--- src/rtl/id_ex_operand_stage.sv ---
// id_ex_operand_stage: ID/EX pipeline register with load-use bubble insertion
// and EX-stage operand forwarding, sitting directly in front of the ALU.
// Optional build macro IDEX_PERF_CNT_EN adds bubble and flush event counters.
module id_ex_operand_stage #(
  parameter int DATA_W = 32,
  parameter int REG_AW = 5,
  parameter int CTRL_W = 4
) (
  input  logic              clk_i,
  input  logic              rst_i,
  input  logic              stall_i,
  input  logic              flush_i,
  input  logic              id_valid_i,
  input  logic [REG_AW-1:0] id_rs1_addr_i,
  input  logic [REG_AW-1:0] id_rs2_addr_i,
  input  logic [REG_AW-1:0] id_rd_addr_i,
  input  logic [DATA_W-1:0] id_rs1_data_i,
  input  logic [DATA_W-1:0] id_rs2_data_i,
  input  logic [DATA_W-1:0] id_imm_i,
  input  logic              id_alusrc_i,
  input  logic [CTRL_W-1:0] id_aluctrl_i,
  input  logic              id_regwrite_i,
  input  logic              id_memread_i,
  input  logic              id_memwrite_i,
  input  logic              id_memtoreg_i,
  input  logic              exmem_regwrite_i,
  input  logic [REG_AW-1:0] exmem_rd_addr_i,
  input  logic [DATA_W-1:0] exmem_data_i,
  input  logic              memwb_regwrite_i,
  input  logic [REG_AW-1:0] memwb_rd_addr_i,
  input  logic [DATA_W-1:0] memwb_data_i,
  output logic              hazard_stall_o,
  output logic [DATA_W-1:0] alu_data0_o,
  output logic [DATA_W-1:0] alu_data1_o,
  output logic [CTRL_W-1:0] alu_ctrl_o,
  output logic [DATA_W-1:0] ex_store_data_o,
  output logic              ex_valid_o,
  output logic [REG_AW-1:0] ex_rd_addr_o,
  output logic              ex_regwrite_o,
  output logic              ex_memread_o,
  output logic              ex_memwrite_o,
  output logic              ex_memtoreg_o
`ifdef IDEX_PERF_CNT_EN
  ,
  output logic [31:0]       bubble_cnt_o,
  output logic [31:0]       flush_cnt_o
`endif
);

  typedef struct packed {
    logic              valid;
    logic              regwrite;
    logic              memread;
    logic              memwrite;
    logic              memtoreg;
    logic              alusrc;
    logic [CTRL_W-1:0] ctrl;
    logic [REG_AW-1:0] rd_addr;
    logic [REG_AW-1:0] rs1_addr;
    logic [REG_AW-1:0] rs2_addr;
    logic [DATA_W-1:0] rs1_data;
    logic [DATA_W-1:0] rs2_data;
    logic [DATA_W-1:0] imm;
  } ex_reg_t;

  ex_reg_t           ex_q, ex_d;
  logic              hazard;
  logic [DATA_W-1:0] fwd_rs1, fwd_rs2;

  // Load-use hazard: a load in EX whose destination an ID source still needs.
  always_comb begin
    hazard = ex_q.valid && ex_q.memread && (ex_q.rd_addr != '0) && id_valid_i &&
             ((ex_q.rd_addr == id_rs1_addr_i) || (ex_q.rd_addr == id_rs2_addr_i));
    hazard_stall_o = hazard && !rst_i;
  end

  // Next EX register: a flush kills, a stall holds, a hazard kills, otherwise load ID.
  always_comb begin
    ex_d = ex_q;
    if (flush_i || (!stall_i && hazard)) begin
      ex_d.valid    = 1'b0;
      ex_d.regwrite = 1'b0;
      ex_d.memread  = 1'b0;
      ex_d.memwrite = 1'b0;
      ex_d.memtoreg = 1'b0;
    end else if (!stall_i) begin
      ex_d.valid    = id_valid_i;
      ex_d.regwrite = id_regwrite_i;
      ex_d.memread  = id_memread_i;
      ex_d.memwrite = id_memwrite_i;
      ex_d.memtoreg = id_memtoreg_i;
      ex_d.alusrc   = id_alusrc_i;
      ex_d.ctrl     = id_aluctrl_i;
      ex_d.rd_addr  = id_rd_addr_i;
      ex_d.rs1_addr = id_rs1_addr_i;
      ex_d.rs2_addr = id_rs2_addr_i;
      ex_d.rs1_data = id_rs1_data_i;
      ex_d.rs2_data = id_rs2_data_i;
      ex_d.imm      = id_imm_i;
    end
  end

  // ID/EX register; reset clears everything, which reads as an AND bubble.
  always_ff @(posedge clk_i) begin
    if (rst_i) begin
      ex_q <= '0;
    end else begin
      ex_q <= ex_d;
    end
  end

  // Forwarding per source: EX/MEM beats MEM/WB, and x0 is never forwarded.
  always_comb begin
    fwd_rs1 = ex_q.rs1_data;
    if (exmem_regwrite_i && (exmem_rd_addr_i != '0) && (exmem_rd_addr_i == ex_q.rs1_addr)) begin
      fwd_rs1 = exmem_data_i;
    end else if (memwb_regwrite_i && (memwb_rd_addr_i != '0) && (memwb_rd_addr_i == ex_q.rs1_addr)) begin
      fwd_rs1 = memwb_data_i;
    end
    fwd_rs2 = ex_q.rs2_data;
    if (exmem_regwrite_i && (exmem_rd_addr_i != '0) && (exmem_rd_addr_i == ex_q.rs2_addr)) begin
      fwd_rs2 = exmem_data_i;
    end else if (memwb_regwrite_i && (memwb_rd_addr_i != '0) && (memwb_rd_addr_i == ex_q.rs2_addr)) begin
      fwd_rs2 = memwb_data_i;
    end
  end

  // ALU operands and EX controls; stores always take the forwarded rs2.
  always_comb begin
    alu_data0_o     = fwd_rs1;
    alu_data1_o     = ex_q.alusrc ? ex_q.imm : fwd_rs2;
    ex_store_data_o = fwd_rs2;
    alu_ctrl_o      = ex_q.ctrl;
    ex_valid_o      = ex_q.valid;
    ex_rd_addr_o    = ex_q.rd_addr;
    ex_regwrite_o   = ex_q.regwrite;
    ex_memread_o    = ex_q.memread;
    ex_memwrite_o   = ex_q.memwrite;
    ex_memtoreg_o   = ex_q.memtoreg;
  end

`ifdef IDEX_PERF_CNT_EN
  logic [31:0] bubble_cnt_q, bubble_cnt_d;
  logic [31:0] flush_cnt_q, flush_cnt_d;

  // Count hazard bubbles actually loaded and every flush cycle; both wrap.
  always_comb begin
    bubble_cnt_d = bubble_cnt_q;
    flush_cnt_d  = flush_cnt_q;
    if (!flush_i && !stall_i && hazard) begin
      bubble_cnt_d = bubble_cnt_q + 32'd1;
    end
    if (flush_i) begin
      flush_cnt_d = flush_cnt_q + 32'd1;
    end
  end

  // Counter registers, cleared by reset.
  always_ff @(posedge clk_i) begin
    if (rst_i) begin
      bubble_cnt_q <= '0;
      flush_cnt_q  <= '0;
    end else begin
      bubble_cnt_q <= bubble_cnt_d;
      flush_cnt_q  <= flush_cnt_d;
    end
  end

  assign bubble_cnt_o = bubble_cnt_q;
  assign flush_cnt_o  = flush_cnt_q;
`endif

endmodule

--- config.mk ---
export PLATFORM = sky130hd
export DESIGN_NAME = id_ex_operand_stage
export DESIGN_NICKNAME = d
export VERILOG_FILES = /design/src/rtl/id_ex_operand_stage.sv
export SDC_FILE = /design/constraint.sdc
export NUM_CORES = 1
export LEC_CHECK = 0
export ABC_AREA = 1
export CORE_UTILIZATION = 40
export DETAILED_ROUTE_END_ITERATION = 12
export PLACE_DENSITY = 0.72
export SKIP_LAST_GASP = 1
export SLEW_MARGIN = 20
export SYNTH_ARGS = -nofsm -noshare
export SYNTH_HDL_FRONTEND = slang
export SYNTH_SLANG_ARGS = --single-unit
--- constraint.sdc ---
create_clock -name clk_i -period 3.1 [get_ports clk_i]
set_clock_uncertainty 0.2 [all_clocks]
set_input_delay 0.31 -clock clk_i [delete_from_list [all_inputs] [get_ports clk_i]]
set_output_delay 0.31 -clock clk_i [all_outputs]
set_load 0.005 [all_outputs]
==> reports/metrics.csv, run 1 <==
metric,value,unit
final_util,59.2,%
cts_buffers,17,
synth_top_cell_by_area,dfxtp_1,
fillCellCount,2183,
dieArea,22800,um^2
r2r-start,ex_rd_addr_o[2]$_SDFFE_PP0P_,
num_rows,54,
drt-wirelength-per-cell,15.2,um
rsz0062_at_grt,true,
syn_avg_cell_area,5.55,um^2
cpMaxStageDelayCell,clkdlybuf4s50_1,
critPathLaunchType,primary input,
hold_path_depth,3,
max_freq,336,MHz
portBuffers,311,
synthDistinctLibCells,23,
hold_viol,0,
status,"complete, no violations",
clkTransAtPathRegs,60,ps
path_max_fanout,32,
stdcell_area,12900,um^2
via_per_inst,4.85,
syn_inst,1600,
area_growth_syn_to_layout,45.1,%
yosysSeqAreaShare,27.3,%
cts_tree,built,
synth.area.top_cells,"dfxtp_1 27%, nand2_1 23%, inv_1 15%",
worstPathRequired,2590,ps
r2r_end,ex_q[23]$_SDFFE_PP0P_,
path_cells,"clkdlybuf4s50_1, xnor2_1, nand2_1, nor2_1, nand4_1, buf_12, nand3_1, nand3_1, nand2_1, clkdlybuf4s50_1",
ant_nets,0,
syn_area,8870,um^2
grt_overflow,0,
cts_buffer_depth,2,
grt_pass1_wl,50100,um
mostFrequentLayoutCell,nand2_1,
hold_start,id_memwrite_i,
start_util,40.8,%
mostFrequentLayoutCells,"531 x nand2_1, 351 x inv_1, 310 x clkdlybuf4s50_1, 134 x nand3_1, 129 x nor2_1",
crit_family,buffers and inverters,
crit_cells,10,
clk_latency,410,ps
hpwl,22800,um
maxSlewViolCount,0,
dieWidth,151,um
gp_congestion,0.922,
core,21800,um^2
syn_nets,1801,
finalWirelength,32500,um
setup_tns,0,ps
worst_ir_drop_vdd,0.000342,V
grt_pass1_vias,9770,
cts_sinks,121,
drt_iter0_markers,612,
p_per_area,393,nW/um^2
grt_max_degree,95,
hp-class,primary input to flop,
p_leak,6.76,nW
crit_arrival,2470,ps
antenna_found_initial,3,
drive_gt1_share,3.76,%
post_dp_cell_area,12300,um^2
cts-root-buf,clkbuf_16,
synth_top_area_share,27.3,%
fin_crit,2980,ps
boundaryPins,312,
dr.pass1.iters,5,
max_stage_delay,540,ps
post_cts_buffers,0,
critPathBufInv,3,
cap_violations,0,
reg2regPathDepth,12,
cts_hold_buf,0,
crit_path_end_kind,output pin,
drcViolationCount,0,
ys_ff_latch,121,
hold_end,ex_memwrite_o$_SDFFE_PP0N_,
vias,10385,
grt_usage,28.3,%
rrSetupSlack,990,ps
path_class,primary input to output pin,
max_slew.worst_pin.slew,577,ps
layout.nets,2049,
die_height,151,um
htree_levels,4,
slew_headroom,61.5,%
finalSetupViolations,0,
fin_crit_sh,96.1,%
yosysWarnings,0,
stage by stage:
stage	cells	total power (W)	hold slack [ps]	worst slack, ps
finish	2142	0.00506	255	120
global route	2141	0.00531	265	-33.0
CTS	2140	0.00509	241	107
detailed placement	2109	0.00316	262	113
global placement	2109	0.00314	244	149
floorplan	1600	0.00240	250	1190
flip-flops by register name, summed over array words and instances, names as in the netlist:
register,flops
ex_rd_addr_o,5
ex_valid_o,1
ex_regwrite_o,1
alu_ctrl_o,4
ex_memtoreg_o,1
ex_q,107
ex_memwrite_o,1
ex_memread_o,1
timing repair:
item | in CTS | in global routing
resized for setup | 0 | 5
hold endpoints to repair | 0 | 0
endpoints found under the setup margin | 0 | 29
cell type report:
type / instances / area (um^2) / area share [%]
clock buffers: 22 / 454 / 3.53
diodes: 2 / 5.00 / 0.0389
multi-input cells: 1014 / 4670 / 36.3
well taps: 280 / 350 / 2.72
inverters: 355 / 1340 / 10.4
clock inverters: 9 / 100 / 0.778
flip-flops and latches: 121 / 2420 / 18.8
repair buffers: 339 / 3530 / 27.4
how the worst max path moves through the flow:
stage / startpoint / slack (ps) / endpoint
finish: exmem_rd_addr_i[1] / 120 / alu_data1_o[1]
CTS: memwb_rd_addr_i[2] / 110 / alu_data1_o[1]
global placement: memwb_rd_addr_i[4] / 150 / alu_data1_o[1]
detailed placement: memwb_rd_addr_i[2] / 110 / alu_data1_o[1]
global route: memwb_rd_addr_i[2] / -30 / alu_data1_o[29]
floorplan: ex_q[100]$_SDFFE_PP0P_ / 1190 / ex_store_data_o[11]
layer usage:
metal  wire length [um]  up-vias  part of all wire [%]  track usage [%]
met3               2760       66                   8.5             6.69
met4                892        2                   2.7             10.1
met2              15200      417                    47             47.4
li1                   -     5282                     -                -
met1              13700     4618                    42             35.2
met5                 13        -                 0.040                0
power breakdown:
group | internal [W] | switching, W
registers | 0.00166 | 0.0000688
clock network | 0.00119 | 0.000730
logic | 0.000722 | 0.000683
synth_stat cells, drive strengths merged:
cell type    n
nand2      533
inv        354
nand3      135
nor2       132
dfxtp      121
nand4      119
clkbuf      57
buf         53
and2        32
nand3b      32
xnor2       11
xor2        10
a21oi        6
nor3         4
clkinv       1
worst register-to-register path, stage by stage (launching register included):
cell and delay [ps]:
dfxtp_1 390, inv_1 110, nand2_1 70, nand2_1 50
nor2_1 100, nand3_1 80, nand2_1 130, nand2_4 140
nand3_4 200, buf_12 280, nand2_1 140, inv_1 70
nor2_1 40
logic make-up after synthesis:
kind of cell              synth area share [%]
DFF                                       27.3
xor gates and xnor gates                  2.07
and+or+nand+nor                           49.6
AOI/OAI and AO/OA                        0.338
buffers and inverters                     20.7
(Power assumes the default switching activity.)
==> run 2, diff against run 1 <==
--- a/config.mk
+++ b/config.mk
@@ -7,6 +7,7 @@
 export LEC_CHECK = 0
 export ABC_AREA = 1
 export CORE_UTILIZATION = 40
+export CTS_BUF_LIST = sky130_fd_sc_hd__clkbuf_4 sky130_fd_sc_hd__clkbuf_8 sky130_fd_sc_hd__clkbuf_16
 export DETAILED_ROUTE_END_ITERATION = 12
 export PLACE_DENSITY = 0.72
 export SKIP_LAST_GASP = 1
==> constraint.sdc (replaced) <==
create_clock -name clk_i -period 3.1 [get_ports clk_i]
set_clock_uncertainty 0.2 [all_clocks]
set_input_delay 0.62 -clock clk_i [delete_from_list [all_inputs] [get_ports clk_i]]
set_output_delay 0.62 -clock clk_i [all_outputs]
set_load 0.005 [all_outputs]
==> run 2 against run 1 <==
The run now ends with setup timing left; worst setup slack got worse by 140 ps; register-to-register slack got worse by 110 ps; clock-buffer cell count decreased by 3; utilization increased by 4.6 points; clock power increased by 9.9%; fmax decreased by 4.4%; global-route usage increased by 3.5 points; first-iteration DRC count increased by 15%; critical endpoint is now alu_data0_o[17]; largest cell class unchanged.
==> reports/metrics.csv, run 2 (synthesis gave the netlist of run 1 again) <==
metric,value,unit,change
status,"complete, but fails checks",,
violations,setup timing,,
crit_family,buffers and inverters,,
stdcell_area,13900,um^2,+7.7%
drt_iter0_markers,705,,+15%
hpwl,23000,um,+0.74%
htree_levels,4,,unchanged
reg2regPathDepth,12,,unchanged
boundaryPins,312,,unchanged
max_slew.worst_pin.slew,587,ps,+9.99 ps
p_leak,7.70,nW,+14%
crit_arrival,2300,ps,-170 ps
antennaDiodeCount,0,,-2
fin_crit_sh,101,%,+4.4 points
worst_ir_drop_vdd,0.000373,V,+9.0%
antenna_found_initial,1,,-2
r2r-start,ex_rd_addr_o[2]$_SDFFE_PP0P_,,
r2r_end,ex_q[78]$_SDFFE_PP0P_,,
dieWidth,151,um,unchanged
finalWorstSetupSlack,-16.3,ps,-137 ps
largest_reg_flops,107,,unchanged
max_stage_delay,250,ps,-290 ps
cts_buffer_depth,2,,unchanged
rrSetupSlack,880,ps,-110 ps
vias,10939,,+5.3%
area_growth_syn_to_layout,56.3,%,
cts_sinks,121,,unchanged
timing.critical_path.mode_cell,nand2_1,,
slew_headroom,60.8,%,-0.62 points
finalWirelength,36300,um,+12%
ant_nets,0,,unchanged
maxSlewViolCount,0,,unchanged
worstPathRequired,2280,ps,-310 ps
start_util,40.8,%,unchanged
pre_cts_slack,-479,ps,-592 ps
cap_violations,0,,unchanged
mostFrequentLayoutCell,nand2_1,,
top_register,ex_q,,
hold_start,ex_memtoreg_o$_SDFFE_PP0N_,,
drt-wirelength-per-cell,16.4,um,+7.8%
hp-class,flop to flop,,
cpMaxStageDelayCell,dlygate4sd2_1,,
grt_overflow,0,,unchanged
drive_gt1_share,15.8,%,+12 points
drcViolationCount,0,,unchanged
dieArea,22800,um^2,unchanged
cts_hold_buf,0,,unchanged
holdWs,269,ps,+13.7 ps
rsz0062_at_grt,true,,
hold_path_depth,2,,-1
hold_end,ex_memtoreg_o$_SDFFE_PP0N_,,
p_per_area,385,nW/um^2,-2.0%
layout.nets,2128,,+3.9%
post_dp_cell_area,12400,um^2,+1.0%
gp_congestion,0.959,,+4.1%
grt_pass1_wl,55400,um,+11%
max_freq,321,MHz,-4.4%
cts_buffers,17,,unchanged
hold_viol,0,,unchanged
path_max_fanout,5,,-84%
via_per_inst,4.93,,+1.6%
dr.pass1.iters,5,,unchanged
grt_usage,31.8,%,+3.5 points
fin_crit,3120,ps,+137 ps
core,21800,um^2,unchanged
portBuffers,311,,unchanged
cts_tree,built,,
clk_latency,430,ps,+20 ps
clkTransAtPathRegs,70,ps,about the same
cts-root-buf,clkbuf_16,,
die_height,151,um,unchanged
grt_max_degree,117,,+23%
critPathLaunchType,primary input,,
critPathBufInv,7,,+4
finalSetupViolations,2,,+2
crit_path_end_kind,output pin,,
path_class,primary input to output pin,,
path_cells,"buf_4, nor2_2, nand3_2, nand2_4, buf_6, nor3_4, buf_6, buf_6, nand2_8, buf_16, buf_4, nand2_1, nand2_1, nand2_1, nand2_1, dlygate4sd2_1",,
mostFrequentLayoutCells,"510 x nand2_1, 350 x inv_1, 202 x clkdlybuf4s50_1, 126 x nor2_1, 119 x nand4_1",,
grt_pass1_vias,10390,,+6.3%
num_rows,54,,unchanged
critPathLaunch,memwb_rd_addr_i[2],,
## run 2: final cells by class
cell class              instances  area [um^2]
multi-input cells            1014         4990
repair buffers                418         4120
inverters                     355         1340
fillers                      2069         7890
clock inverters                13          169
well taps                     280          350
flip-flops and latches        121         2440
clock buffers                  19          447
## run 2: power by group
| group | total [W] | switching (W) | internal (W) |
|---|---|---|---|
| Clock | 0.00211 | 0.000810 | 0.00130 |
| Sequential | 0.00174 | 0.0000818 | 0.00166 |
| Combinational | 0.00148 | 0.000742 | 0.000742 |
| Total | 0.00534 | 0.00163 | 0.00371 |
## run 2: how the worst max path moves through the flow
stage / end / depth (start not counted)
CTS: ex_store_data_o[21] / 10
finish: alu_data0_o[17] / 16
floorplan: ex_store_data_o[11] / 7
global placement: alu_data1_o[1] / 12
detailed placement: alu_data0_o[2] / 11
global route: alu_data0_o[17] / 13
## run 2: timing repair
| item | 4_1_cts | 5_1_grt |
|---|---|---|
| setup endpoints to repair | 97 | 88 |
| setup buffers | 48 | 11 |
| resized for setup | 357 | 120 |
| pin swaps | 43 | 31 |
| gates cloned | 13 | 0 |
## run 2: worst reg2reg max path, cell delays in order (launching register included)
cell,delay [ps]
dfxtp_1,340
inv_1,120
nand2_1,60
nand2_1,80
nor2_2,50
nand3_1,90
nand2_2,90
nand2_4,70
buf_4,130
buf_12,390
nand4_1,320
nand2_1,110
nor2_1,50
## run 2: routing by layer
| layer | part of all wire (%) | wire [um] | GRT usage, % | vias to the layer above |
|---|---|---|---|---|
| met5 | 0.047 | 17 | 0 | - |
| met4 | 3.0 | 1090 | 11.5 | 2 |
| met3 | 8.8 | 3190 | 5.93 | 72 |
| met2 | 48 | 17400 | 55.4 | 469 |
| met1 | 40 | 14600 | 38.8 | 4946 |
| li1 | - | - | - | 5450 |
## run 2: stage by stage
stage	TNS, ps	instances	util, %	total power [W]
floorplan	0	1600	-	0.00240
global placement	-38590	2126	57.1	0.00315
detailed placement	-40510	2126	57.1	0.00317
CTS	-1490	2218	63.5	0.00532
global route	-945	2220	63.7	0.00558
finish	-25.3	2220	63.7	0.00534
